[src/rtl/pc_stack_sequencer.sv]
// -----------------------------------------------------------------------------
// pc_stack_sequencer
//
// Multi-cycle controller that runs CALL, RET, RTI and interrupt entry against
// the 16-bit data memory. It owns the stack pointer (grows downward), splits
// the 32-bit PC and the flags into 16-bit stack words, holds fetch/decode via
// stall while busy, and finishes every sequence with a single PC (and, for
// RTI, flags) load strobe.
//
// Stack frame layout, from the higher address down:
//   PC[31:16], PC[15:0], {zeros, flags}   (flags word only for interrupts)
//
// Ports:
//   clk, reset          rising-edge clock, asynchronous active-low reset
//   call_req/ret_req/rti_req/int_req   request inputs from Decode
//   target_pc, return_pc, int_vector, flags_in   operands latched in IDLE
//   mem_ready, mem_rdata                memory handshake / read data
//   stall, int_ack                      pipeline control
//   mem_req, mem_we, mem_addr, mem_wdata  stack access port
//   pc_load, pc_value, flags_load, flags_out  final load strobes and values
//   sp, stack_err                       stack pointer, sticky over/underflow
// -----------------------------------------------------------------------------
module pc_stack_sequencer #(
  parameter logic [15:0] SP_INIT = 16'hFFFF,
  parameter int unsigned FLAG_W  = 3
) (
  input  logic              clk,
  input  logic              reset,
  input  logic              call_req,
  input  logic              ret_req,
  input  logic              rti_req,
  input  logic              int_req,
  input  logic [31:0]       target_pc,
  input  logic [31:0]       return_pc,
  input  logic [31:0]       int_vector,
  input  logic [FLAG_W-1:0] flags_in,
  input  logic              mem_ready,
  input  logic [15:0]       mem_rdata,
  output logic              stall,
  output logic              int_ack,
  output logic              mem_req,
  output logic              mem_we,
  output logic [15:0]       mem_addr,
  output logic [15:0]       mem_wdata,
  output logic              pc_load,
  output logic [31:0]       pc_value,
  output logic              flags_load,
  output logic [FLAG_W-1:0] flags_out,
  output logic [15:0]       sp,
  output logic              stack_err
);

  typedef enum logic [2:0] {
    S_IDLE     = 3'd0,
    S_PUSH_HI  = 3'd1,
    S_PUSH_LO  = 3'd2,
    S_PUSH_FLG = 3'd3,
    S_POP_FLG  = 3'd4,
    S_POP_LO   = 3'd5,
    S_POP_HI   = 3'd6,
    S_LOAD     = 3'd7
  } state_e;

  typedef enum logic [1:0] {
    OP_CALL = 2'd0,
    OP_INT  = 2'd1,
    OP_RET  = 2'd2,
    OP_RTI  = 2'd3
  } op_e;

  state_e              state_q, state_d;
  op_e                 op_q, op_d;
  logic [15:0]         sp_q, sp_d;
  logic                err_q, err_d;
  logic [31:0]         ret_pc_q, ret_pc_d;     // PC to push
  logic [31:0]         dest_pc_q, dest_pc_d;   // CALL target or interrupt vector
  logic [FLAG_W-1:0]   flags_lat_q, flags_lat_d;
  logic [15:0]         pop_lo_q, pop_lo_d;
  logic [31:0]         pc_value_q, pc_value_d;
  logic [FLAG_W-1:0]   flags_out_q, flags_out_d;
  logic                is_push_s;
  logic                is_pop_s;
  logic                any_req_s;

  assign is_push_s = (state_q == S_PUSH_HI) || (state_q == S_PUSH_LO) ||
                     (state_q == S_PUSH_FLG);
  assign is_pop_s  = (state_q == S_POP_FLG) || (state_q == S_POP_LO) ||
                     (state_q == S_POP_HI);
  assign any_req_s = call_req | ret_req | rti_req | int_req;

  // State and datapath registers
  always_ff @(posedge clk or negedge reset) begin
    if (!reset) begin
      state_q     <= S_IDLE;
      op_q        <= OP_CALL;
      sp_q        <= SP_INIT;
      err_q       <= 1'b0;
      ret_pc_q    <= 32'd0;
      dest_pc_q   <= 32'd0;
      flags_lat_q <= '0;
      pop_lo_q    <= 16'd0;
      pc_value_q  <= 32'd0;
      flags_out_q <= '0;
    end else begin
      state_q     <= state_d;
      op_q        <= op_d;
      sp_q        <= sp_d;
      err_q       <= err_d;
      ret_pc_q    <= ret_pc_d;
      dest_pc_q   <= dest_pc_d;
      flags_lat_q <= flags_lat_d;
      pop_lo_q    <= pop_lo_d;
      pc_value_q  <= pc_value_d;
      flags_out_q <= flags_out_d;
    end
  end

  // Next-state, operand capture, SP update and error detection
  always_comb begin
    state_d     = state_q;
    op_d        = op_q;
    sp_d        = sp_q;
    err_d       = err_q;
    ret_pc_d    = ret_pc_q;
    dest_pc_d   = dest_pc_q;
    flags_lat_d = flags_lat_q;
    pop_lo_d    = pop_lo_q;
    pc_value_d  = pc_value_q;
    flags_out_d = flags_out_q;

    case (state_q)
      S_IDLE: begin
        // Operands track the inputs every idle cycle, so the values present
        // on the accept edge are the ones that stick.
        ret_pc_d    = return_pc;
        dest_pc_d   = int_req ? int_vector : target_pc;
        flags_lat_d = flags_in;
        if (int_req) begin
          op_d    = OP_INT;
          state_d = S_PUSH_HI;
        end else if (rti_req) begin
          op_d    = OP_RTI;
          state_d = S_POP_FLG;
        end else if (ret_req) begin
          op_d    = OP_RET;
          state_d = S_POP_LO;
        end else if (call_req) begin
          op_d    = OP_CALL;
          state_d = S_PUSH_HI;
        end else begin
          state_d = S_IDLE;
        end
      end
      S_PUSH_HI: begin
        if (mem_ready) state_d = S_PUSH_LO;
        else           state_d = S_PUSH_HI;
      end
      S_PUSH_LO: begin
        if (mem_ready) begin
          if (op_q == OP_INT) begin
            state_d = S_PUSH_FLG;
          end else begin
            state_d    = S_LOAD;
            pc_value_d = dest_pc_q;
          end
        end else begin
          state_d = S_PUSH_LO;
        end
      end
      S_PUSH_FLG: begin
        if (mem_ready) begin
          state_d    = S_LOAD;
          pc_value_d = dest_pc_q;
        end else begin
          state_d = S_PUSH_FLG;
        end
      end
      S_POP_FLG: begin
        if (mem_ready) begin
          state_d     = S_POP_LO;
          flags_out_d = mem_rdata[FLAG_W-1:0];
        end else begin
          state_d = S_POP_FLG;
        end
      end
      S_POP_LO: begin
        if (mem_ready) begin
          state_d  = S_POP_HI;
          pop_lo_d = mem_rdata;
        end else begin
          state_d = S_POP_LO;
        end
      end
      S_POP_HI: begin
        if (mem_ready) begin
          state_d    = S_LOAD;
          pc_value_d = {mem_rdata, pop_lo_q};
        end else begin
          state_d = S_POP_HI;
        end
      end
      S_LOAD: begin
        state_d = S_IDLE;
      end
      default: begin
        state_d = S_IDLE;
      end
    endcase

    // The access completes even on over/underflow; SP simply wraps.
    if (mem_ready && is_push_s) begin
      sp_d = sp_q - 16'd1;
      if (sp_q == 16'd0) err_d = 1'b1;
      else               err_d = err_q;
    end else if (mem_ready && is_pop_s) begin
      sp_d = sp_q + 16'd1;
      if (sp_q == SP_INIT) err_d = 1'b1;
      else                 err_d = err_q;
    end else begin
      sp_d = sp_q;
    end
  end

  // Output decode from the registered state
  always_comb begin
    stall      = 1'b0;
    int_ack    = 1'b0;
    mem_req    = 1'b0;
    mem_we     = 1'b0;
    mem_addr   = 16'd0;
    mem_wdata  = 16'd0;
    pc_load    = 1'b0;
    flags_load = 1'b0;

    case (state_q)
      S_IDLE: begin
        stall   = any_req_s;
        int_ack = int_req;
      end
      S_PUSH_HI: begin
        stall     = 1'b1;
        mem_req   = 1'b1;
        mem_we    = 1'b1;
        mem_addr  = sp_q;
        mem_wdata = ret_pc_q[31:16];
      end
      S_PUSH_LO: begin
        stall     = 1'b1;
        mem_req   = 1'b1;
        mem_we    = 1'b1;
        mem_addr  = sp_q;
        mem_wdata = ret_pc_q[15:0];
      end
      S_PUSH_FLG: begin
        stall     = 1'b1;
        mem_req   = 1'b1;
        mem_we    = 1'b1;
        mem_addr  = sp_q;
        mem_wdata = {{(16-FLAG_W){1'b0}}, flags_lat_q};
      end
      S_POP_FLG, S_POP_LO, S_POP_HI: begin
        stall    = 1'b1;
        mem_req  = 1'b1;
        mem_addr = sp_q + 16'd1;
      end
      S_LOAD: begin
        stall      = 1'b1;
        pc_load    = 1'b1;
        flags_load = (op_q == OP_RTI);
      end
      default: begin
        stall = 1'b0;
      end
    endcase
  end

  assign pc_value  = pc_value_q;
  assign flags_out = flags_out_q;
  assign sp        = sp_q;
  assign stack_err = err_q;

endmodule
[config.mk]
export PLATFORM = sky130hd
export DESIGN_NAME = pc_stack_sequencer
export DESIGN_NICKNAME = d
export VERILOG_FILES = /design/src/rtl/pc_stack_sequencer.sv
export SDC_FILE = /design/constraint.sdc
export NUM_CORES = 1
export LEC_CHECK = 0
export ABC_AREA = 1
export CORE_MARGIN = 2
export CORE_UTILIZATION = 45
export CTS_BUF_LIST = sky130_fd_sc_hd__clkbuf_16
export CTS_CLUSTER_SIZE = 20
export DETAILED_ROUTE_END_ITERATION = 16
export GPL_TIMING_DRIVEN = 0
export MAX_ROUTING_LAYER = met4
export PLACE_DENSITY = 0.77
export SYNTH_ARGS = -nofsm -noshare
export SYNTH_HDL_FRONTEND = slang
export SYNTH_SLANG_ARGS = --single-unit
[constraint.sdc]
create_clock -name clk -period 2.35 [get_ports clk]
set_clock_uncertainty 0.2 [all_clocks]
set_input_delay 0.3525 -clock clk [delete_from_list [all_inputs] [get_ports clk]]
set_output_delay 0.3525 -clock clk [all_outputs]
set_load 0.01 [all_outputs]
-- Word level (Yosys, flattened, before mapping)
Cells that the tools add are included.
- $add $sub $neg: 2
- equality and inequality tests: 15
- muxes and demuxes: 36
- bitwise operators: 3
- reductions and logical operators: 21
- operator list (cell ; count):
    $mux W32 ; 5
    $pmux W32 S3 ; 1
    $pmux W16 S3 ; 1
    $mux W16 ; 2
    $pmux W16 S2 ; 1
    $pmux W3 S8 ; 1
    $mux W3 ; 6
    $add A16 B1 Y16 const B ; 1
    $eq A16 B16 Y1 const B ; 1
    $logic_not A16 Y1 ; 1
    $sub A16 B1 Y16 const B ; 1
    $eq A3 B3 Y1 const B ; 4
    $mux W1 ; 12
    $mux W2 ; 6
    $ne A2 B2 Y1 const B ; 4
    $reduce_or A7 Y1 ; 1
    $eq A3 B2 Y1 const B ; 2
    $reduce_and A2 Y1 ; 3
    $reduce_or A3 Y1 ; 2
    $reduce_or A6 Y1 ; 1
    $reduce_and A5 Y1 ; 1
    $logic_or A1 B1 Y1 ; 4
    $reduce_bool A2 Y1 ; 2
    $reduce_bool A4 Y1 ; 1
    other kinds (10) ; 13
- bits in registers: 140
- output and inout bits: 90

-- Logic depth before layout (Yosys ltp)
Gate-level depths: netlist of run 1.
- word-level depth: 6
- mapped depth: 10
- mapped depth without buffers: 9

-- Least setup slack after synthesis of run 1
OpenSTA, ideal clock, no wires.
- path type: register -> output
- start point: register sp_q[3], in the netlist sp[3]
- end point: output mem_addr[13]
- data arrival time: 1.612 ns
- required time: 1.798 ns
- slack: 0.186 ns
- cell stages (with the launch flop): 8
- cells stage by stage: dfstp_2 -> clkbuf_1 -> nand2_1 -> nor2_1 -> nand4_1 -> nand2_1 -> nand2_1 -> o21ai_0
- word-level cells in the longest chain between the ends: 2
- RTL lines (element ; RTL line ; source):
    start: declaration ; 73 ; logic [15:0] sp_q, sp_d;
    start signal: assignment ; 107 ; sp_q <= sp_d;
    $add A16 B1 Y16 ; 264 ; mem_addr = sp_q + 16'd1;
    $pmux W16 S2 ; 235 ; case (state_q)
    end: declaration ; 43 ; output logic [15:0] mem_addr,
No other way between the ends.

-- Worst setup path after layout of run 1
- start point: register sp_q[0], in the netlist sp[0]
- end point: output mem_addr[15]
The elaborated chain is that of the path after synthesis.

==> results.txt, run 1 <==
The flow ran to the end, but the final reports show violations. The checks that failed: negative setup slack. After the last flow step, the layout net total stands at 1376.

The buffering stage count on the worst path with inverters included is 4. The via count is 7902. In this run the remaining antenna-violating nets after routing total 0.

Setup repair after global routing could not meet its margin everywhere. The finished layout holds 1481 standard cells, fillers aside. The clock latency reported for the late side of the worst-skew pair is 430 ps.

The number of placed I/O pins is 212. The most prevalent standard cell on the critical path is sky130_fd_sc_hd__nand2_1. The number of buffers inserted by port buffering came out at 210. For this run, the slowest stage of the critical path takes 590 ps.

The final-layout fill cell count came out at 1275. The critical path in this run is classified as reg2out. The count of unresolved DRC violations after routing came out at 0. The maximum ir drop on the vdd rail is 0.8777 mV.

The standby leakage power came out at 5.064 nW. The clock transition time at the flip-flop clock pins of the worst setup and hold paths is 60 ps. The initialized floorplan defines 46 standard-cell rows. The required time at the endpoint of the critical path came out at 1800 ps. The synthesized netlist net count came out at 1083. The highest net fanout along the worst path is 3. Registers take 3526 um2. The signed area change from the synthesized netlist to the final layout is 51.24%. The total die area is 16940 um2. STA puts the critical path data arrival time at 2000 ps. In the global route stage, overall resource usage came out at 0.3052. The pin count of the biggest net entering global routing came out at 72. In this run the worst hold path is classified as in2reg. The total clock buffers created by CTS came out at 17. The number of library cell types mapped by synthesis came out at 31. The part of the power in registers is 0.297. After routing, the total negative slack on setup checks comes to -2111 ps. The pin slew with the least headroom to its limit is 670.1 ps. The wire-length estimate of the detail-placed layout is 16.89 mm.

The share of total power dissipated in the clock network is 0.153. The clock sink total came out at 140. The number of instances in the synthesized netlist is 959. The areal power density over the cells came out at 1425 nW/um2. The die is 130.2 um tall. The final global-route overflow total is 0.

The number of antenna violations at the first check in global routing is 0. The multi-input combinational cells in the finished layout cover a total of 3502 um2. The pre-antenna-repair detailed-routing pass consisted of 8 iterations.

For this run, the share of the core covered by cells in the final layout is 0.6894. Traced cell by cell, the critical path runs through buf_6 > nand3_4 > buf_6 > inv_4 > nand2_4 > nor2_2 > nand2_1 > nand2_1 > nand2_1 > o21ai_1 > buf_2. The per-cell via count in the routed design came out at 5.336.

In this run the tightest slew margin relative to its limit is 0.5532. TritonCTS built the clock tree. In the final routed layout, each cell accounts on average for 16.88 um. The worst setup path is captured at a primary output. For this run, the register share of the synthesized area comes to 0.4920.

The fraction of layout instances using a drive strength above 1 is 0.1905. The DRC violation total after the first TritonRoute iteration is 683. The cell family contributing the most delay on the critical path is flip-flops. The hold violation count in the final report was 0. Dividing the final minimum period by the clock period gives 1.086.

The final estimated routing congestion in global placement came out at 0.9288. The first-pass GRT wire length is 38.75 mm. The via count of the first global-routing pass is 7456. The summed instance area of the synthesized netlist came out at 7162 um2. The final number of max-transition violations came out at 0. Max-cap violations in this run came to 0. For this block, the routed nets add up to 25.00 mm of wire. The worst setup path is launched from a flop. The number of register bits inferred by synthesis came out at 140. The synthesized area per cell is 7.468 um2. The total number of H-tree levels came out at 4. On the critical path, the stage with the largest delay is an instance of sky130_fd_sc_hd__dfstp_2. The clock period minus worst slack came out at 2551 ps. In this run the horizontal extent of the chip is 130.2 um. Static timing analysis puts the maximum clock frequency at 0.3920 GHz. The cell-internal power is 8.761 mW. In this run the clock root is driven by a sky130_fd_sc_hd__clkbuf_16.

Of the total power, combinational logic draws 0.550. The cell total after placement came out at 1386. The number of antenna diodes in the final layout is 0. The clock tree buffer depth came out at 2. Of the total power, the share spent switching nets is 0.4325. The setup-violating endpoint count in the final report is 16. During synthesis, Yosys emitted a total of 0 warnings. Once routing completed, OpenROAD measured the worst setup slack at -201.0 ps.

The switching power total came out at 6.677 mW. The core outline area is 15710 um2. For this configuration, the core starts out at a cell density of 0.4558.
[layer usage]
metal,vias to the layer above,global-route usage,wire (um)
met3,84,0.06601,1965
met1,3689,0.4087,10750
met4,0,0.1189,847
met2,389,0.4552,11440
li1,3740,-,-
met5,-,-,0
[worst min-delay path, delay by kind of cell]
| kind | cells | cell delay (ps) |
|---|---|---|
| AO/OA/AOI/OAI | 1 | 80 |
| buffers and inverters | 1 | 190 |
| AND/OR/NAND/NOR | 1 | 100 |
[power groups by stage]
stage	Combinational [mW]	Clock, mW	Sequential [mW]
2_1_floorplan	4.02	0	4.49
3_3_place_gp	7.07	0	4.48
6_report	8.48	2.36	4.59
3_5_place_dp	7.19	0	4.51
4_1_cts	8.01	2.38	4.54
5_1_grt	9.26	2.48	4.72
[state kept, by name, summed over array words and instances (netlist names), 2 cells and up]
register / flops
dest_pc_q: 32
flags_lat_q: 3
flags_out: 3
op_q: 2
pc_value: 32
pop_lo_q: 16
ret_pc_q: 32
sp: 16
state_q: 3
[logic make-up after synthesis]
group / after synthesis / share of synthesized area
adders and majority gates: 2 / 0.003494
AOI/OAI and AO/OA: 130 / 0.1144
buffers and inverters: 98 / 0.05573
DFF: 140 / 0.4920
xor gates and xnor gates: 7 / 0.008561
and+or+nand+nor: 581 / 0.3242
muxes: 1 / 0.001572
[metrics by stage]
step | power (mW) | hold WS [ps] | area, um2 | setup WS (ps)
floorplan | 8.509 | -143.1 | 7162 | 185.6
global placement | 11.55 | 254.9 | 9534 | -5126
detailed placement | 11.70 | 212.7 | 9563 | -582.1
CTS | 14.93 | 135.1 | 10670 | -186.2
global route | 16.46 | 179.2 | 10830 | -299.0
finish | 15.44 | 141.4 | 10830 | -201.0
[what timing repair did]
action                                  in CTS  in global routing
endpoints found under the setup margin      37                 37
hold endpoints to repair                    63                  0
cloned                                       1                  0
hold buffers                                 1                  0
resized for setup                          183                 75
pin swaps                                   24                 18
buffers inserted                            61                 11
[cells in the final DEF, fill, tap and decap left out, types with 3 or more instances in the layout]
cell type	count
sky130_fd_sc_hd__clkbuf_2	11
sky130_fd_sc_hd__nand3_2	5
sky130_fd_sc_hd__nand2_2	8
sky130_fd_sc_hd__clkinv_2	4
sky130_fd_sc_hd__clkinvlp_4	3
sky130_fd_sc_hd__o211ai_1	4
sky130_fd_sc_hd__o21ai_0	21
sky130_fd_sc_hd__nor2_2	8
sky130_fd_sc_hd__a31oi_1	64
sky130_fd_sc_hd__nand3_1	83
sky130_fd_sc_hd__dfstp_2	16
sky130_fd_sc_hd__o21ai_1	11
sky130_fd_sc_hd__clkbuf_16	17
sky130_fd_sc_hd__inv_4	4
sky130_fd_sc_hd__o22ai_1	4
sky130_fd_sc_hd__nand2_4	3
sky130_fd_sc_hd__inv_2	7
sky130_fd_sc_hd__o21ai_2	3
sky130_fd_sc_hd__inv_1	33
sky130_fd_sc_hd__xor2_1	3
sky130_fd_sc_hd__nand2_1	352
sky130_fd_sc_hd__dfrtp_1	122
sky130_fd_sc_hd__buf_2	42
sky130_fd_sc_hd__nor3_1	4
sky130_fd_sc_hd__buf_4	59
sky130_fd_sc_hd__o22ai_2	3
sky130_fd_sc_hd__a22o_1	13
sky130_fd_sc_hd__clkdlybuf4s50_1	170
sky130_fd_sc_hd__nor2_1	103
sky130_fd_sc_hd__nand4_1	4
sky130_fd_sc_hd__clkbuf_1	20
sky130_fd_sc_hd__nor2_4	9
sky130_fd_sc_hd__buf_6	16
sky130_fd_sc_hd__dlygate4sd2_1	3
[final cells by class]
cell class                 instances  area share
clock buffer                      17     0.03927
clock inverter                    15    0.007970
sequential                       140      0.3255
multi-input combinational        721      0.3233
buffer                            47     0.02460
inverter                          41     0.01594
timing repair buffer             284      0.2384
tap                              216     0.02495
[cell usage after synthesis, drive strengths merged]
library cell	number	area, um2
o21ai	36	180.2
o2111ai	1	8.760
dfrtp	124	3103
o21bai	1	7.510
nor2	120	460.4
and3	1	6.260
clkbuf	32	120.1
nand4	4	25.02
nor3	4	20.02
mux2	1	11.26
xor2	6	52.55
nand3	89	445.4
o32ai	1	8.760
inv	40	150.1
clkinv	1	3.750
ha	2	25.02
o211ai	4	30.03
buf	25	125.1
dfstp	16	420.4
a21oi	3	26.28
a31oi	64	400.4
xnor2	1	8.760
a22o	13	113.9
o22ai	7	43.79
nand2	363	1365
[path summary, 6_finish.rpt]
path                                        from                  endpoint  slack [ps]  depth (start not counted)
setup / recovery               sp[0]$_DFFE_PN1P_              mem_addr[15]        -200                         11
hold / removal                           int_req  dest_pc_q[1]$_DFFE_PN0N_         140                          3
setup reg to reg               sp[1]$_DFFE_PN1P_         sp[4]$_DFFE_PN1P_        -100                         13
hold reg to reg            stack_err$_DFFE_PN0P_     stack_err$_DFFE_PN0P_         270                          1
max in group asynchronous                  reset         sp[3]$_DFFE_PN1P_         810                          3
min in group asynchronous                  reset  dest_pc_q[7]$_DFFE_PN0N_         310                          2
(Power assumes the default switching activity.)
==> inputs of run 2 (changes only) <==
--- a/config.mk
+++ b/config.mk
@@ -14,6 +14,7 @@
 export GPL_TIMING_DRIVEN = 0
 export MAX_ROUTING_LAYER = met4
 export PLACE_DENSITY = 0.77
+export SETUP_SLACK_MARGIN = 0.2
 export SYNTH_ARGS = -nofsm -noshare
 export SYNTH_HDL_FRONTEND = slang
 export SYNTH_SLANG_ARGS = --single-unit
==> run 2 against run 1 <==
Against the previous run: the run still ends with negative setup slack left; first-iteration DRC count increased by 23%; worst setup slack improved by 4.5 ps; sequential share of layout area decreased by 3.0 points; power increased by 14%; worst hold slack improved by 9.1 ps; clock-buffer cell count unchanged; wire length increased by 11%; combinational power increased by 25%; flip-flop and latch count unchanged; via count increased by 6.8%.
==> results.txt, run 2 (synthesized netlist as in run 1, its figures left out) <==
The run finished, with violations left. The final reports fail on negative setup slack. The sum of routed wire length over all layers came out at 27.81 mm.

The number of placed instances, taps included, is 1386. The switching power total is 7.662 mW. In the routed layout, each cell is associated on average with a via count of 5.496. Dividing the detail-routed wire length by the instance count gives 18.12 um. The multi-input logic area came out at 3890 um2. The final-layout fill cell count came out at 1077. The worst slew margin relative to its limit is 0.5544. The largest single stage delay on the critical path is 590 ps.

The core outline area is 15710 um2. The library cells used most frequently in the layout, excluding fill and tap cells, are sky130_fd_sc_hd__nand2_1 (332), sky130_fd_sc_hd__clkdlybuf4s50_1 (161), sky130_fd_sc_hd__dfrtp_1 (121), sky130_fd_sc_hd__nand3_1 (78), sky130_fd_sc_hd__nor2_1 (78). In this run the vertical extent of the chip is 130.2 um. The worst register-to-register path begins at sp[3]$_DFFE_PN1P_. Max-cap violations in this run came to 0. The final global-route overflow total came out at 0. The via count came out at 8436.

The startpoint identified for the worst hold timing path is int_req. The required time at the endpoint of the critical path is 1800 ps. The worst register-to-register path has a depth of 18. The share of total power dissipated in the clock network is 0.135. The setup-violating endpoint count in the final report is 31. The total clock buffers created by CTS came out at 17. The switching portion of total power came out at 0.4337. The post-layout worst setup margin came out at -196.5 ps. The most common cell after layout, fill and taps aside is sky130_fd_sc_hd__nand2_1. The total number of H-tree levels came out at 4. The final estimated routing congestion in global placement is 0.9288. The pin count of the biggest net entering global routing is 72. The number of inserted diodes is 0. The clock sink total is 140.

The worst setup path is captured at a primary output. The clock transition time at the flip-flop clock pins of the worst setup and hold paths is 60 ps. Power comes to 17.67 mW. The part of the power in registers came out at 0.263. The number of iterations in the first detailed-routing pass came out at 6.

The portion of the clock cycle consumed by the worst path in the final layout is 1.084. The worst min-delay path endpoint is dest_pc_q[1]$_DFFE_PN0N_. The highest net fanout along the worst path came out at 4.

The class of the tightest hold or removal check is in2reg. Setup repair after global routing could not meet its margin everywhere. The width of the chip is 130.2 um.

The critical path goes through buf_6 > nand3_4 > nor2_4 > buf_4 > nand3_1 > nand3_2 > o21ai_2 > buf_2. During placement, the flow inserted port buffers numbering 210. The worst hold path was traced through 3 stages. The signed area change from the synthesized netlist to the final layout is 66.89%.

The post-placement setup slack came out at -582.1 ps. The clock period minus worst slack came out at 2547 ps. The number of antenna violations at the first check in global routing came to 0. The initial cell density of the core came out at 0.4558. The floorplan row count came out at 46.

At the later pin of the worst-skew pair, clock insertion delay measures 430 ps. The post-layout net count is 1430. Based on the critical path, the design can be clocked at up to 0.3927 GHz. At the worst endpoint, the arrival time is 1990 ps. The global router's overall resource usage came out at 0.3142. The HPWL after detailed placement is 16.89 mm. The maximum ir drop on the vdd rail is 0.7682 mV. The final number of max-transition violations is 0. For the pin with the worst max-slew slack, the measured transition is 668.5 ps.

The slowest stage of the critical path belongs to the cell sky130_fd_sc_hd__dfstp_2. Final hold analysis gives a worst-case slack of 150.5 ps. The total negative setup slack came out at -2724 ps. The cell-internal power is 10.00 mW. The final standard cell count with taps included and fillers excluded is 1535. The number of placed I/O pins came out at 212. The hold violation count in the final report is 0. The standby leakage power is 5.607 nW.

The clock tree buffer depth came out at 2. The first-pass GRT wire length is 39.65 mm. TritonCTS built the clock tree.

The count of unresolved DRC violations after routing is 0. The startpoint kind of the worst setup timing path is a flop. The part of the power in combinational logic came out at 0.602. The via count of the first global-routing pass was 7699. The areal power density over the cells came out at 1478 nW/um2. The worst setup path is of the reg2out kind. The setup slack on the worst flop-to-flop path is -140 ps. The worst register-to-register path ends at sp[15]$_DFFE_PN1P_. The footprint of the flip-flops and latches came out at 3527 um2.

The DRC violation total after the first TritonRoute iteration came out at 837. The total die area came out at 16940 um2. The fraction of layout instances using a drive strength above 1 is 0.2661.

CTS placed an instance of sky130_fd_sc_hd__clkbuf_16 at the clock tree root. The detail route stage leaves a number of antenna-violating nets equal to 0.
## run 2: cell types whose count changed in the layout (fill, tap and decap cells not counted), moves of 9 or more
cell and change:
sky130_fd_sc_hd__buf_4 +12, sky130_fd_sc_hd__buf_6 +37, sky130_fd_sc_hd__clkbuf_2 -10, sky130_fd_sc_hd__clkdlybuf4s50_1 -9, sky130_fd_sc_hd__nand2_1 -20, sky130_fd_sc_hd__nand2_4 +11
sky130_fd_sc_hd__nor2_1 -25, sky130_fd_sc_hd__nor2_4 +24
## run 2: critical path: cells and delay by family, from the launching register on
| kind | cells | cell delay (ps) |
|---|---|---|
| AOI/OAI and AO/OA | 1 | 70 |
| DFF | 1 | 590 |
| buffers and inverters | 3 | 400 |
| and+or+nand+nor | 4 | 500 |
## run 2: layer usage
layer | vias to the layer above | wire [um] | global-route usage
li1 | 3855 | - | -
met1 | 3989 | 11310 | 0.4063
met2 | 494 | 12950 | 0.4823
met3 | 98 | 2537 | 0.07134
met4 | 0 | 1014 | 0.1233
met5 | - | 0 | -
## run 2: area by class of cell
cell class | count | share of cell area
Buffer | 57 | 0.03863
Clock buffer | 17 | 0.03559
Clock inverter | 15 | 0.007223
Inverter | 41 | 0.01560
Multi-Input combinational cell | 722 | 0.3254
Sequential cell | 140 | 0.2951
Tap cell | 216 | 0.02261
Timing Repair Buffer | 327 | 0.2598
## run 2: what timing repair did
action                                  4_1_cts  5_1_grt
hold endpoints to repair                     63        0
hold buffers                                  1        0
resized for setup                           318      156
endpoints found under the setup margin       42      113
pin swaps                                    45       46
setup buffers                                74       35
cloned                                        2        5
## run 2: how the worst max path moves through the flow
stage,startpoint,end,slack (ps),cells after the start
after floorplan,sp[3]$_DFFE_PN1P_,mem_addr[13],190,7
after global placement,reset,ret_pc_q[11]$_DFFE_PN0N_,-5130,1
after detailed placement,sp[3]$_DFFE_PN1P_,mem_addr[9],-580,8
after CTS,sp[1]$_DFFE_PN1P_,mem_addr[9],-140,9
after global routing,sp[1]$_DFFE_PN1P_,mem_addr[5],-270,7
final,sp[1]$_DFFE_PN1P_,mem_addr[9],-200,8
## run 2: through the flow
stage / utilization / cell area [um2]
after floorplan: - / 7162
after global placement: 0.6068 / 9534
after detailed placement: 0.6086 / 9563
after CTS: 0.7025 / 11040
after global routing: 0.7607 / 11950
final: 0.7607 / 11950
## run 2: power groups by stage
stage | clock network, mW | registers [mW] | logic [mW]
6_report | 2.38 | 4.65 | 10.6
5_1_grt | 2.50 | 4.77 | 11.4
4_1_cts | 2.38 | 4.51 | 8.66
3_5_place_dp | 0 | 4.51 | 7.19
3_3_place_gp | 0 | 4.48 | 7.07
2_1_floorplan | 0 | 4.49 | 4.02
==> inputs of run 3 (changes only) <==
--- a/config.mk
+++ b/config.mk
@@ -7,7 +7,7 @@
 export LEC_CHECK = 0
 export ABC_AREA = 1
 export CORE_MARGIN = 2
-export CORE_UTILIZATION = 45
+export CORE_UTILIZATION = 43
 export CTS_BUF_LIST = sky130_fd_sc_hd__clkbuf_16
 export CTS_CLUSTER_SIZE = 20
 export DETAILED_ROUTE_END_ITERATION = 16
==> constraint.sdc (replaced) <==
create_clock -name clk -period 2.2 [get_ports clk]
set_clock_uncertainty 0.2 [all_clocks]
set_input_delay 0.33 -clock clk [delete_from_list [all_inputs] [get_ports clk]]
set_output_delay 0.33 -clock clk [all_outputs]
set_load 0.01 [all_outputs]
==> run 3 against run 2 <==
Against the previous run: the run still ends with negative setup slack left; worst setup slack got worse by 160 ps; combinational power increased by 10%; clock power is 19% higher; via count rose by 0.57%; first-iteration DRC count shrank 25%; power is 9.7% higher; cell area is 2.7% higher; wire length increased by 2.6%; non-clock buffer count increased by 28; largest cell class is now buffers; die area rose by 4.5%.
==> results.txt, run 3 (synthesized netlist as in run 1, its figures left out) <==
The run finished, with violations left. The checks that failed: negative setup slack. The count of unresolved DRC violations after routing is 0. The cell total after placement came out at 1390. The final number of max-transition violations was 0.

Entering global routing, the biggest net connects 98 pins. The initial cell density of the core came out at 0.4365. The die extent in y is 133.1 um.

The worst reg2reg path depth is 18. STA classifies the critical path endpoint as a primary output. The count of nets left with antenna violations once routing finished came out at 0.

Static timing analysis puts the maximum clock frequency at 0.3911 GHz. The per-cell via count in the routed design is 5.414. The filler cells instantiated in the layout total 1158. The required time at the endpoint of the critical path came out at 1670 ps. The number of inserted diodes is 0.

The post-layout worst setup margin is -357.2 ps. The final estimated routing congestion in global placement is 0.9400. The via count of the first global-routing pass came to 7936. The clock sink total came out at 140. In this run the static leakage power is 5.797 nW. The total design power came out at 19.38 mW.

The global router's overall resource usage came out at 0.3068. The hold violation count in the final report is 0. The total number of H-tree levels came out at 4. In this run the worst hold path is classified as in2async. The worst slew margin relative to its limit came out at 0.5834. The core outline area came out at 16410 um2. The CTS tree is yes. The top cell types in the final layout, fill and taps aside, are sky130_fd_sc_hd__nand2_1 (328), sky130_fd_sc_hd__clkdlybuf4s50_1 (155), sky130_fd_sc_hd__dfrtp_1 (122), sky130_fd_sc_hd__nor2_1 (95), sky130_fd_sc_hd__buf_4 (86). The total die area is 17700 um2. The sum of routed wire length over all layers is 28.53 mm. The number of antenna violations at the first check in global routing is 0. Setup repair after global routing could not meet its margin everywhere.

The library cell used most frequently in the layout, excluding fill and tap cells, is sky130_fd_sc_hd__nand2_1. The post-layout net count is 1458. The portion of the clock cycle consumed by the worst path in the final layout came out at 1.162. The total clock buffers created by CTS came out at 17. By startpoint and endpoint, the worst setup path is classified as reg2out. The total negative setup slack came out at -6110 ps.

The share of the core filled with cells came out at 0.7485. The floorplan row count came out at 47. The via count is 8484. The max-capacitance violation count came out at 0. The highest net fanout along the worst path came out at 5. The clock tree buffer depth came out at 2. The number of iterations in the first detailed-routing pass came out at 6. Setup violations remaining at the end of the flow were counted as 36. Port buffering added 210 buffers.

The clock period minus worst slack came out at 2557 ps. The signed area change from the synthesized netlist to the final layout is 71.47%. The clock latency reported for the late side of the worst-skew pair is 420 ps. Global routing finished with a remaining overflow of 0. The root buffer cell chosen for the clock tree is sky130_fd_sc_hd__clkbuf_16. The clock transition time at the flip-flop clock pins of the worst setup and hold paths is 60 ps. The number of placed I/O pins came out at 212. The pin slew with the least headroom to its limit is 624.9 ps. The first-pass GRT wire length is 41.19 mm. The detailed-route wire length per cell is 18.21 um.

The DRC violation total after the first TritonRoute iteration is 628. The detailed placement HPWL came out at 17.17 mm. The final worst hold slack came out at 205.9 ps. The areal power density over the cells came out at 1578 nW/um2. The maximum ir drop on the vdd rail is 0.8347 mV. The width of the chip came out at 133.1 um. At the worst endpoint, the arrival time is 2030 ps. The worst setup path is launched from a flop. The fraction of layout instances using a drive strength above 1 came out at 0.2910. The final standard cell count with taps included and fillers excluded came out at 1567.
## run 3: cell types whose count changed in the layout (fill, tap and decap cells not counted), moves of 9 or more
| cell | change |
|---|---|
| sky130_fd_sc_hd__buf_6 | +26 |
| sky130_fd_sc_hd__nor2_1 | +17 |
| sky130_fd_sc_hd__buf_4 | +15 |
| sky130_fd_sc_hd__nor2_4 | -14 |
| sky130_fd_sc_hd__clkbuf_1 | -9 |
| sky130_fd_sc_hd__clkbuf_2 | +9 |
## run 3: worst paths after layout
check	end	slack, ps	start
setup / recovery	mem_addr[12]	-360	sp[3]$_DFFE_PN1P_
hold / removal	dest_pc_q[8]$_DFFE_PN0N_	210	reset
setup reg to reg	sp[13]$_DFFE_PN1P_	-250	sp[0]$_DFFE_PN1P_
hold reg to reg	ret_pc_q[7]$_DFFE_PN0N_	270	ret_pc_q[7]$_DFFE_PN0N_
max in group asynchronous	state_q[2]$_DFF_PN0_	710	reset
min in group clk	ret_pc_q[12]$_DFFE_PN0N_	230	return_pc[12]
## run 3: worst max-delay path: stages, from the launching register on
cell and delay, ps:
sky130_fd_sc_hd__dfstp_2 540, sky130_fd_sc_hd__buf_8 130, sky130_fd_sc_hd__clkinvlp_4 150, sky130_fd_sc_hd__nor2_4 230, sky130_fd_sc_hd__nand4_1 160, sky130_fd_sc_hd__nand2_1 110
sky130_fd_sc_hd__nand2_1 50, sky130_fd_sc_hd__o21ai_1 90, sky130_fd_sc_hd__buf_2 160
## run 3: metrics by stage
step | setup WS (ps) | instance area (um2)
2_1_floorplan | 202.3 | 7179
5_1_grt | -464.1 | 12280
3_5_place_dp | -634.8 | 9585
3_3_place_gp | -5068 | 9557
4_1_cts | -271.2 | 11390
6_report | -357.2 | 12280
## run 3: cell type report
type	count	area, um2	area share
Tap cell	220	275.3	0.02241
Multi-Input combinational cell	722	3840	0.3127
Clock buffer	17	425.4	0.03464
Sequential cell	140	3526	0.2871
Buffer	56	520.5	0.04238
Inverter	41	191.4	0.01559
Timing Repair Buffer	356	3357	0.2734
Clock inverter	15	145.1	0.01182
## run 3: layer usage
| layer | vias to the layer above | track usage | share of wire |
|---|---|---|---|
| met5 | - | - | 0 |
| met4 | 0 | 0.1039 | 0.025 |
| met3 | 58 | 0.05977 | 0.071 |
| met2 | 425 | 0.4836 | 0.49 |
| met1 | 4091 | 0.3987 | 0.41 |
| li1 | 3910 | - | - |
## run 3: report_power, final
group          internal, mW  switching (mW)
registers              3.96           0.913
logic                  5.57            6.11
clock network          1.66            1.16
## run 3: timing repair
| action | CTS | global route |
|---|---|---|
| resized for setup | 358 | 172 |
| setup endpoints to repair | 167 | 125 |
| gates cloned | 3 | 6 |
| pin swaps | 48 | 42 |
| hold endpoints to repair | 43 | 0 |
| setup buffers | 95 | 41 |
| hold buffers | 1 | 0 |
